### config.mk
export PLATFORM = sky130hd
export DESIGN_NAME = pp_bank_sched
export DESIGN_NICKNAME = d
export VERILOG_FILES = /design/src/rtl/pp_pkg.sv /design/src/rtl/pp_wr_chan.sv /design/src/rtl/pp_bank_sched.sv
export SDC_FILE = /design/constraint.sdc
export NUM_CORES = 1
export LEC_CHECK = 0
export CAP_MARGIN = 30
export CORE_MARGIN = 4
export CORE_UTILIZATION = 61
export DETAILED_ROUTE_END_ITERATION = 7
export DONT_BUFFER_PORTS = 1
export GPL_TIMING_DRIVEN = 0
export PLACE_DENSITY = 0.77
export SYNTH_ARGS = -nofsm -noshare
export SYNTH_HDL_FRONTEND = slang
export SYNTH_HIERARCHICAL = 1
export SYNTH_SLANG_ARGS = --single-unit
### constraint.sdc
create_clock -name clk_i -period 2.4 [get_ports clk_i]
set_clock_uncertainty 0.1 [all_clocks]
set_input_delay 0.12 -clock clk_i [delete_from_list [all_inputs] [get_ports clk_i]]
set_output_delay 0.12 -clock clk_i [all_outputs]
set_load 0.02 [all_outputs]
### src/rtl/pp_pkg.sv
// Shared types and flattened-port index helpers for the ping-pong bank scheduler.
package pp_pkg;

  typedef enum logic [1:0] {EMPTY, FILLING, FULL, READING} bank_state_t;

  typedef enum logic [1:0] {R_IDLE, R_RUN, R_RELEASE} rd_state_t;

  function automatic int unsigned bank_idx(int unsigned ch, int unsigned bank);
    return ch * 2 + bank;
  endfunction

  function automatic int unsigned addr_lsb(int unsigned ch, int unsigned bank,
                                           int unsigned aw);
    return bank_idx(ch, bank) * aw;
  endfunction

endpackage

### src/rtl/pp_wr_chan.sv
// One channel's writer: owns the channel's two bank states, write bank select,
// write address and slice counter; the shared reader marks banks READING/EMPTY.
module pp_wr_chan
  import pp_pkg::*;
#(
  parameter int DEPTH         = 16,
  parameter int ADDR_WIDTH    = $clog2(DEPTH),
  parameter int TOTAL_MODULES = 4,
  parameter int SLICE_WIDTH   = (TOTAL_MODULES > 1) ? $clog2(TOTAL_MODULES) : 1
) (
  input  logic                    clk_i,
  input  logic                    rst_n_i,
  input  logic                    flush_i,
  input  logic                    in_valid_i,
  output logic                    in_ready_o,
  output logic [SLICE_WIDTH-1:0]  slicing_idx_o,
  output logic [1:0]              wea_o,
  output logic [2*ADDR_WIDTH-1:0] addra_o,
  input  logic                    rd_bank_i,
  input  logic                    rd_start_i,
  input  logic                    rd_release_i,
  output logic [1:0]              bank_full_o
);

  bank_state_t            state_q [2];
  bank_state_t            state_d [2];
  logic                   wr_sel_q, wr_sel_d;
  logic [ADDR_WIDTH-1:0]  wr_addr_q, wr_addr_d;
  logic [SLICE_WIDTH-1:0] slice_q, slice_d;
  logic                   accept;
  logic                   last_beat;

  assign in_ready_o    = (state_q[wr_sel_q] == EMPTY) || (state_q[wr_sel_q] == FILLING);
  assign accept        = in_valid_i && in_ready_o;
  assign last_beat     = (wr_addr_q == ADDR_WIDTH'(DEPTH - 1));
  assign slicing_idx_o = slice_q;
  assign bank_full_o   = {state_q[1] == FULL, state_q[0] == FULL};

  always_comb begin
    wea_o           = '0;
    addra_o         = '0;
    wea_o[wr_sel_q] = accept;
    if (wr_sel_q) addra_o[2*ADDR_WIDTH-1:ADDR_WIDTH] = wr_addr_q;
    else          addra_o[ADDR_WIDTH-1:0]            = wr_addr_q;
  end

  always_comb begin
    state_d   = state_q;
    wr_sel_d  = wr_sel_q;
    wr_addr_d = wr_addr_q;
    slice_d   = slice_q;
    if (accept) begin
      slice_d = (slice_q == SLICE_WIDTH'(TOTAL_MODULES - 1)) ? '0 : slice_q + SLICE_WIDTH'(1);
      if (last_beat) begin
        state_d[wr_sel_q] = FULL;
        wr_addr_d         = '0;
        wr_sel_d          = ~wr_sel_q;
      end else begin
        state_d[wr_sel_q] = FILLING;
        wr_addr_d         = wr_addr_q + ADDR_WIDTH'(1);
      end
    end
    // Reader transitions only ever hit FULL/READING banks, never the write bank.
    if (rd_start_i)   state_d[rd_bank_i] = READING;
    if (rd_release_i) state_d[rd_bank_i] = EMPTY;
    if (flush_i) begin
      state_d   = '{EMPTY, EMPTY};
      wr_sel_d  = 1'b0;
      wr_addr_d = '0;
      slice_d   = '0;
    end
  end

  always_ff @(posedge clk_i or negedge rst_n_i) begin
    if (!rst_n_i) begin
      state_q   <= '{EMPTY, EMPTY};
      wr_sel_q  <= 1'b0;
      wr_addr_q <= '0;
      slice_q   <= '0;
    end else begin
      state_q   <= state_d;
      wr_sel_q  <= wr_sel_d;
      wr_addr_q <= wr_addr_d;
      slice_q   <= slice_d;
    end
  end

endmodule

### src/rtl/pp_bank_sched.sv
// Ping-pong bank scheduler: per-channel writers plus one shared reader that
// sweeps a bank RD_PASSES times across all channels before releasing it.
module pp_bank_sched
  import pp_pkg::*;
#(
  parameter int NUM_CH        = 2,
  parameter int DEPTH         = 16,
  parameter int ADDR_WIDTH    = $clog2(DEPTH),
  parameter int TOTAL_MODULES = 4,
  parameter int RD_PASSES     = 1,
  parameter int RD_LATENCY    = 1,
  localparam int SLICE_WIDTH  = (TOTAL_MODULES > 1) ? $clog2(TOTAL_MODULES) : 1
) (
  input  logic                             clk_i,
  input  logic                             rst_n_i,
  input  logic                             flush_i,
  input  logic [NUM_CH-1:0]                in_valid_i,
  output logic [NUM_CH-1:0]                in_ready_o,
  output logic [NUM_CH*SLICE_WIDTH-1:0]    slicing_idx_o,
  output logic [NUM_CH*2-1:0]              wea_o,
  output logic [NUM_CH*2*ADDR_WIDTH-1:0]   addra_o,
  output logic [1:0]                       enb_o,
  output logic [2*ADDR_WIDTH-1:0]          addrb_o,
  input  logic                             rd_step_i,
  output logic                             rd_data_valid_o,
  output logic                             rd_bank_o,
  output logic                             enable_matmul_o,
  output logic [NUM_CH*2-1:0]              bank_full_o
);

  localparam int PASS_WIDTH = (RD_PASSES > 1) ? $clog2(RD_PASSES) : 1;

  rd_state_t             rd_state_q, rd_state_d;
  logic                  rd_bank_q, rd_bank_d;
  logic [ADDR_WIDTH-1:0] rd_addr_q, rd_addr_d;
  logic [PASS_WIDTH-1:0] pass_q, pass_d;
  logic                  rd_start, rd_release, rd_run, all_full;
  logic [NUM_CH-1:0]     sel_full;

  for (genvar g = 0; g < NUM_CH; g++) begin : g_chan
    pp_wr_chan #(
      .DEPTH        (DEPTH),
      .ADDR_WIDTH   (ADDR_WIDTH),
      .TOTAL_MODULES(TOTAL_MODULES),
      .SLICE_WIDTH  (SLICE_WIDTH)
    ) u_chan (
      .clk_i        (clk_i),
      .rst_n_i      (rst_n_i),
      .flush_i      (flush_i),
      .in_valid_i   (in_valid_i[g]),
      .in_ready_o   (in_ready_o[g]),
      .slicing_idx_o(slicing_idx_o[g*SLICE_WIDTH +: SLICE_WIDTH]),
      .wea_o        (wea_o[bank_idx(g, 0) +: 2]),
      .addra_o      (addra_o[addr_lsb(g, 0, ADDR_WIDTH) +: 2*ADDR_WIDTH]),
      .rd_bank_i    (rd_bank_q),
      .rd_start_i   (rd_start),
      .rd_release_i (rd_release),
      .bank_full_o  (bank_full_o[bank_idx(g, 0) +: 2])
    );
  end

  always_comb begin
    sel_full = '0;
    for (int ch = 0; ch < NUM_CH; ch++)
      sel_full[ch] = rd_bank_q ? bank_full_o[bank_idx(ch, 1)] : bank_full_o[bank_idx(ch, 0)];
  end
  assign all_full = &sel_full;

  assign rd_run    = (rd_state_q == R_RUN);
  assign rd_bank_o = rd_bank_q;

  always_comb begin
    rd_state_d      = rd_state_q;
    rd_bank_d       = rd_bank_q;
    rd_addr_d       = rd_addr_q;
    pass_d          = pass_q;
    rd_start        = 1'b0;
    rd_release      = 1'b0;
    enb_o           = '0;
    addrb_o         = '0;
    enable_matmul_o = 1'b0;
    case (rd_state_q)
      R_IDLE: begin
        if (all_full) begin
          rd_state_d = R_RUN;
          rd_addr_d  = '0;
          pass_d     = '0;
          rd_start   = 1'b1;
        end
      end
      R_RUN: begin
        enable_matmul_o  = 1'b1;
        enb_o[rd_bank_q] = 1'b1;
        if (rd_bank_q) addrb_o[2*ADDR_WIDTH-1:ADDR_WIDTH] = rd_addr_q;
        else           addrb_o[ADDR_WIDTH-1:0]            = rd_addr_q;
        if (rd_step_i) begin
          if (rd_addr_q == ADDR_WIDTH'(DEPTH - 1)) begin
            rd_addr_d = '0;
            if (pass_q == PASS_WIDTH'(RD_PASSES - 1)) rd_state_d = R_RELEASE;
            else                                      pass_d     = pass_q + PASS_WIDTH'(1);
          end else begin
            rd_addr_d = rd_addr_q + ADDR_WIDTH'(1);
          end
        end
      end
      R_RELEASE: begin
        rd_release = 1'b1;
        rd_bank_d  = ~rd_bank_q;
        rd_state_d = R_IDLE;
      end
      default: rd_state_d = R_IDLE;
    endcase
    if (flush_i) begin
      rd_state_d = R_IDLE;
      rd_bank_d  = 1'b0;
      rd_addr_d  = '0;
      pass_d     = '0;
      rd_start   = 1'b0;
      rd_release = 1'b0;
    end
  end

  always_ff @(posedge clk_i or negedge rst_n_i) begin
    if (!rst_n_i) begin
      rd_state_q <= R_IDLE;
      rd_bank_q  <= 1'b0;
      rd_addr_q  <= '0;
      pass_q     <= '0;
    end else begin
      rd_state_q <= rd_state_d;
      rd_bank_q  <= rd_bank_d;
      rd_addr_q  <= rd_addr_d;
      pass_q     <= pass_d;
    end
  end

  // enb[rd_bank] is high exactly while in R_RUN, so the valid pipe tracks rd_run.
  if (RD_LATENCY == 0) begin : g_vld_comb
    assign rd_data_valid_o = rd_run;
  end else begin : g_vld_pipe
    logic [RD_LATENCY-1:0] vld_q;
    always_ff @(posedge clk_i or negedge rst_n_i) begin
      if (!rst_n_i)     vld_q <= '0;
      else if (flush_i) vld_q <= '0;
      else              vld_q <= (vld_q << 1) | RD_LATENCY'(rd_run);
    end
    assign rd_data_valid_o = vld_q[RD_LATENCY-1];
  end

endmodule
Yosys cells after proc, flatten, opt, wreduce, memory -nomap -nowiden. Index checks and enable logic that the tools add are counted.

Word-level logic and storage cells: 182. Input port bits: 6. Register bits after elaboration: 31. Output and inout port bits: 43.

$add $sub $neg: 6. Order comparisons: 12. Reductions and logical operators: 25. Multiplexer cells: 82. Equality and inequality tests: 17. Bitwise operators: 25.

Operators by type and width (number): 2-to-1 mux 4 bit (26); 2-to-1 mux 2 bit (21); 2-to-1 mux 1 bit (25); == test 2 bit (second input constant) (7); adder 4 x 1 -> 4 bit (second input constant) (3); AND 2 bit (6); == test 4 bit (second input constant) (3); nonzero test 2 bit (5); != test 3 bit (second input constant) (3); AND 4 bit (2); logical AND 1 bit (8); 2-to-1 mux 8 bit (1); NOT 2 bit (4); bitwise OR 2 bit (4); bitwise OR 4 bit (2); one-hot mux 4 bit (2 select lines) (1); AND reduction 4 bit (2); demux 2 bit (select 1 bit) (3); == test 2 x 1 -> 1 bit (second input constant) (3); greater-or-equal comparator 2 bit (second input constant) (3); logical NOT 2 bit (3); less-than comparator 1 x 2 -> 1 bit (second input constant) (3); less-than comparator 2 x 1 -> 1 bit (second input constant) (3); NOT 1 -> 2 bit (3); 13 further kinds (23).

Depth between registers and ports, before layout.
Depth in word-level cells: 14. Mapped depth: 6. Mapped depth without buffers: 6.

Hierarchy. Netlist, hierarchy kept.

Modules (own cells, without submodules): pp_wr_chan at g_chan[1].u_chan (area an instance 666.9 sq um, seq. area each 275.3 sq um, times used 1, cells an instance 69); pp_wr_chan at g_chan[0].u_chan (area an instance 665.6 sq um, seq. area each 275.3 sq um, times used 1, cells an instance 69); pp_bank_sched (area an instance 551.8 sq um, seq. area each 200.2 sq um, times used 1, cells an instance 60).

Worst setup path before layout. No wires, ideal clock.

Kind: reg2reg. Start point: reg g_chan[0].u_chan/state_q[1] in the netlist's numbering. End point: reg g_chan[0].u_chan/state_q[3] in the netlist's numbering. Slack: 215 ps. Data arrival time: 1991 ps. Stages on the path, launching flop included: 7. Clock period less this slack: 2185 ps. Data required time: 2206 ps. Path buffers: 0. Library setup time: 94 ps. Cells stage by stage: dfrtp_1 -> nor2b_1 -> and4b_1 -> a41oi_2 -> nor3_1 -> a221oi_1 -> a211oi_1.

RTL lines: start, declared (line pp_wr_chan.sv:25) `bank_state_t state_q [2];`; start signal, assigned (line pp_wr_chan.sv:76) `state_q <= '{EMPTY, EMPTY};`; start signal, assigned (line pp_wr_chan.sv:81) `state_q <= state_d;`.

==> results.cfg <==
[yosys]
synth.yosys.seq_area_share_pct = 39.8
ys_ff_latch = 30
async_reset_ff_share_pct = 100
syn_area_per_cell_um2 = 9.52
synthXorXnorAreaFrac_pct = 0
yosys_most_used_dff = dfrtp_1
ys_warn_count = 6
synth_edf_count = 0
yosys.area_share.simple_pct = 26.4
syn_inst = 198
yosys.area.top_type_share_pct = 39.8
synth_cell_types = 44
synthMuxAreaShare_pct = 4.25
synth_compound_area_share_pct = 19.7
synth_nets = 209
synthTopCellsByArea = dfrtp_1 (40%), a21oi_1 (4.5%), nand3_1 (3.5%), and3_1 (3.3%), ha_1 (3.3%)
synth_top_family_by_area = simple AND/OR/NAND/NOR gates
synthAdderAreaFrac_pct = 3.32
netlist_area_mm2 = 0.00188
synth_top_area_cell = dfrtp_1

[power]
clkPwrFrac_pct = 30.2
p_switching_mw = 0.233
p_leak_nw = 0.933
p_per_area_mw_per_mm2 = 436
power_mw = 0.894
p_seq_share_pct = 59.9
power.share.switching_pct = 26.0
p_int_mw = 0.661
ir_drop_v = 0.000377
p_comb_share_pct = 9.8

[timing]
hold_viol = 0
fin_crit_ns = 2.26
slew_headroom_pct = 53.5
setup_ws_ns = 0.135
fmax_mhz = 442
finalCritPeriodShare_pct = 94.4
tns_ns = 0
finalMaxSlewViolations = 0
tightestPinTransition_ns = 0.697
setup_violations = 0

[global_route]
grt_max_degree = 31
grt_overflow = 0
grt_antenna_before_repair = 0
grt_pass1_vias = 1623
grt_pass1_wl_mm = 7.49
grt_usage_pct = 23.2

[setup_path]
cp-end-kind = flop
arrival_ns = 2.40
crit_path_start_kind = flop
cp_max_fo = 9
critPathKind = flop to flop
critPathRequiredTime_ns = 2.54

[floorplanning]
die-area_mm2 = 0.00404
start_util_pct = 66.1
num_rows = 19
die_h_um = 63.6
io_pins = 49
die_w_um = 63.6
core_area_mm2 = 0.00285

[detailed_routing]
vias = 1592
drt_pass1_iterations = 4
drtAntennaViolNets = 0
drc = 0
first_iter_violations = 126
via_per_inst = 6.58
finalWirelength_mm = 4.25
wl_per_cell_um = 17.5

[clock_tree]
cts_setup_buffers = 0
numCtsBuffers = 5
cts_max_level = 2
cts_tree = done
cts_max_path_buffers = 2
clock-sinks = 30
insertion_delay_ns = 0.33
clockRootBuffer = clkbuf_4
clkTransAtPathRegs_ns = 0.08

[min_path]
hp-class = input pin to flop

[place]
io_buffers = 0
place.detailed.hpwl_mm = 3.07
dp_slack_ns = -0.327
place_congestion = 0.803

[final_layout]
syn_to_final_growth_pct = 8.90
drive_gt1_share_pct = 13.3
final_nets = 222
antenna_cells = 0

[job]
drv_cap = 0

[status]
status = complete, no violations
## stage by stage
stage	cells	hold WS (ns)	cell area (um^2)	utilization, %
after CTS	242	0.0548	2050	71.7
after detailed placement	229	-0.275	1920	67.4
final	242	0.0595	2050	71.9
after global placement	229	-0.275	1920	67.4
after global routing	242	0.103	2050	71.9
after floorplan	198	-0.276	1880	-
## cells in the final DEF (no fill, tap or decap), types with 2 or more instances in the layout
cell type,instances
and2b_1,3
nor2_1,7
a31o_2,2
and2_1,8
clkbuf_1,5
nor3b_4,2
a211oi_1,6
inv_1,13
nor3_1,2
a31oi_1,3
a221oi_1,6
dlygate4sd3_1,5
a21oi_1,17
and4b_1,3
ha_1,5
or4_1,4
o21ai_0,10
nor2b_1,6
buf_6,2
buf_1,2
nand3_1,13
mux2_4,2
buf_4,3
mux2i_1,5
clkbuf_4,5
o41ai_1,2
nand4_1,2
nand2_1,8
nor2b_2,2
dfrtp_1,30
a21o_1,2
and3_1,10
## cell families (layout without fill, tap and decap cells)
kind of cell,count (synthesis),in the layout
and+or+nand+nor,78,78
AOI/OAI and AO/OA,53,53
DFF,30,30
buffers and inverters,25,38
muxes,7,7
adders and majority gates,5,5
## metal layers
metal | global-route usage [%] | up-vias | wire length, um
li1 | - | 756 | -
met1 | 29.1 | 777 | 1830
met2 | 36.6 | 51 | 2050
met3 | 6.93 | 8 | 295
met4 | 10.8 | 0 | 68
met5 | 0 | - | 0
## path summary, 6_finish.rpt
path                                            endpoint  slack [ns]  cells after the start                         from
hold / removal               g_chan[1].u_chan/state_q[3]        0.06                      2                      flush_i
max in group asynchronous                   rd_addr_q[1]        1.92                      2                      rst_n_i
min in group asynchronous  g_chan[0].u_chan/wr_addr_q[1]        0.12                      2                      rst_n_i
setup reg to reg             g_chan[0].u_chan/state_q[3]        0.14                      5  g_chan[1].u_chan/state_q[3]
setup / recovery             g_chan[0].u_chan/state_q[3]        0.14                      5  g_chan[1].u_chan/state_q[3]
hold reg to reg              g_chan[1].u_chan/state_q[1]        0.47                      2  g_chan[1].u_chan/state_q[1]
## registers in the layout, indices dropped and copies added (netlist names)
| register | cells |
|---|---|
| g_chan.u_chan/state_q | 8 |
| rd_state_q | 2 |
| g_chan.u_chan/wr_addr_q | 8 |
| g_chan.u_chan/slicing_idx_o | 4 |
| rd_addr_q | 4 |
| rd_data_valid_o | 1 |
| g_chan.u_chan/wr_sel_q | 2 |
| rd_bank_o | 1 |
## worst max-delay path: stages, from the launching register on
cell and delay (ns):
dfrtp_1 0.44, nor2b_1 0.60, a41oi_2 0.26, nor3_4 0.38, a221oi_1 0.16, a211oi_1 0.23
## repair_timing
item,in CTS,in global routing
resized for setup,2,1
hold buffers,6,0
endpoints found under the setup margin,9,6
hold endpoints to repair,50,0
## synthesized netlist by cell type (2+ instances only)
| library cell | instances |
|---|---|
| clkbuf_1 | 3 |
| and2_1 | 8 |
| nand4_1 | 2 |
| and4b_1 | 3 |
| a21o_1 | 2 |
| a31oi_1 | 3 |
| a211oi_1 | 6 |
| and3_1 | 10 |
| nor2_1 | 7 |
| mux2i_1 | 5 |
| a21oi_1 | 17 |
| ha_1 | 5 |
| buf_6 | 2 |
| nand3_1 | 13 |
| a221oi_1 | 6 |
| o41ai_1 | 2 |
| buf_1 | 2 |
| nand2_1 | 8 |
| mux2_4 | 2 |
| nor2b_1 | 7 |
| nor3_1 | 3 |
| nor3b_4 | 2 |
| a31o_2 | 2 |
| and2b_1 | 3 |
| or4_1 | 4 |
| inv_1 | 13 |
| o21ai_0 | 10 |
| dfrtp_1 | 30 |
| buf_4 | 3 |
## final cells by class
| type | instances | area [um^2] |
|---|---|---|
| Multi-Input combinational cell | 143 | 1030 |
| Buffer | 11 | 68.8 |
| Sequential cell | 30 | 751 |
| Fill cell | 237 | 801 |
| Tap cell | 31 | 38.8 |
| Timing Repair Buffer | 6 | 70.1 |
| Inverter | 14 | 52.6 |
| Clock buffer | 7 | 45.0 |
## power groups by stage
stage                     Clock [mW]  Combinational, mW  Sequential, mW
after floorplan                    0             0.0551           0.542
after global placement             0             0.0622           0.544
after detailed placement           0             0.0655           0.546
after CTS                      0.280             0.0879           0.536
after global routing           0.309             0.0982           0.538
final                          0.270             0.0877           0.536
Note: power is estimated with default switching activity, not from simulation.
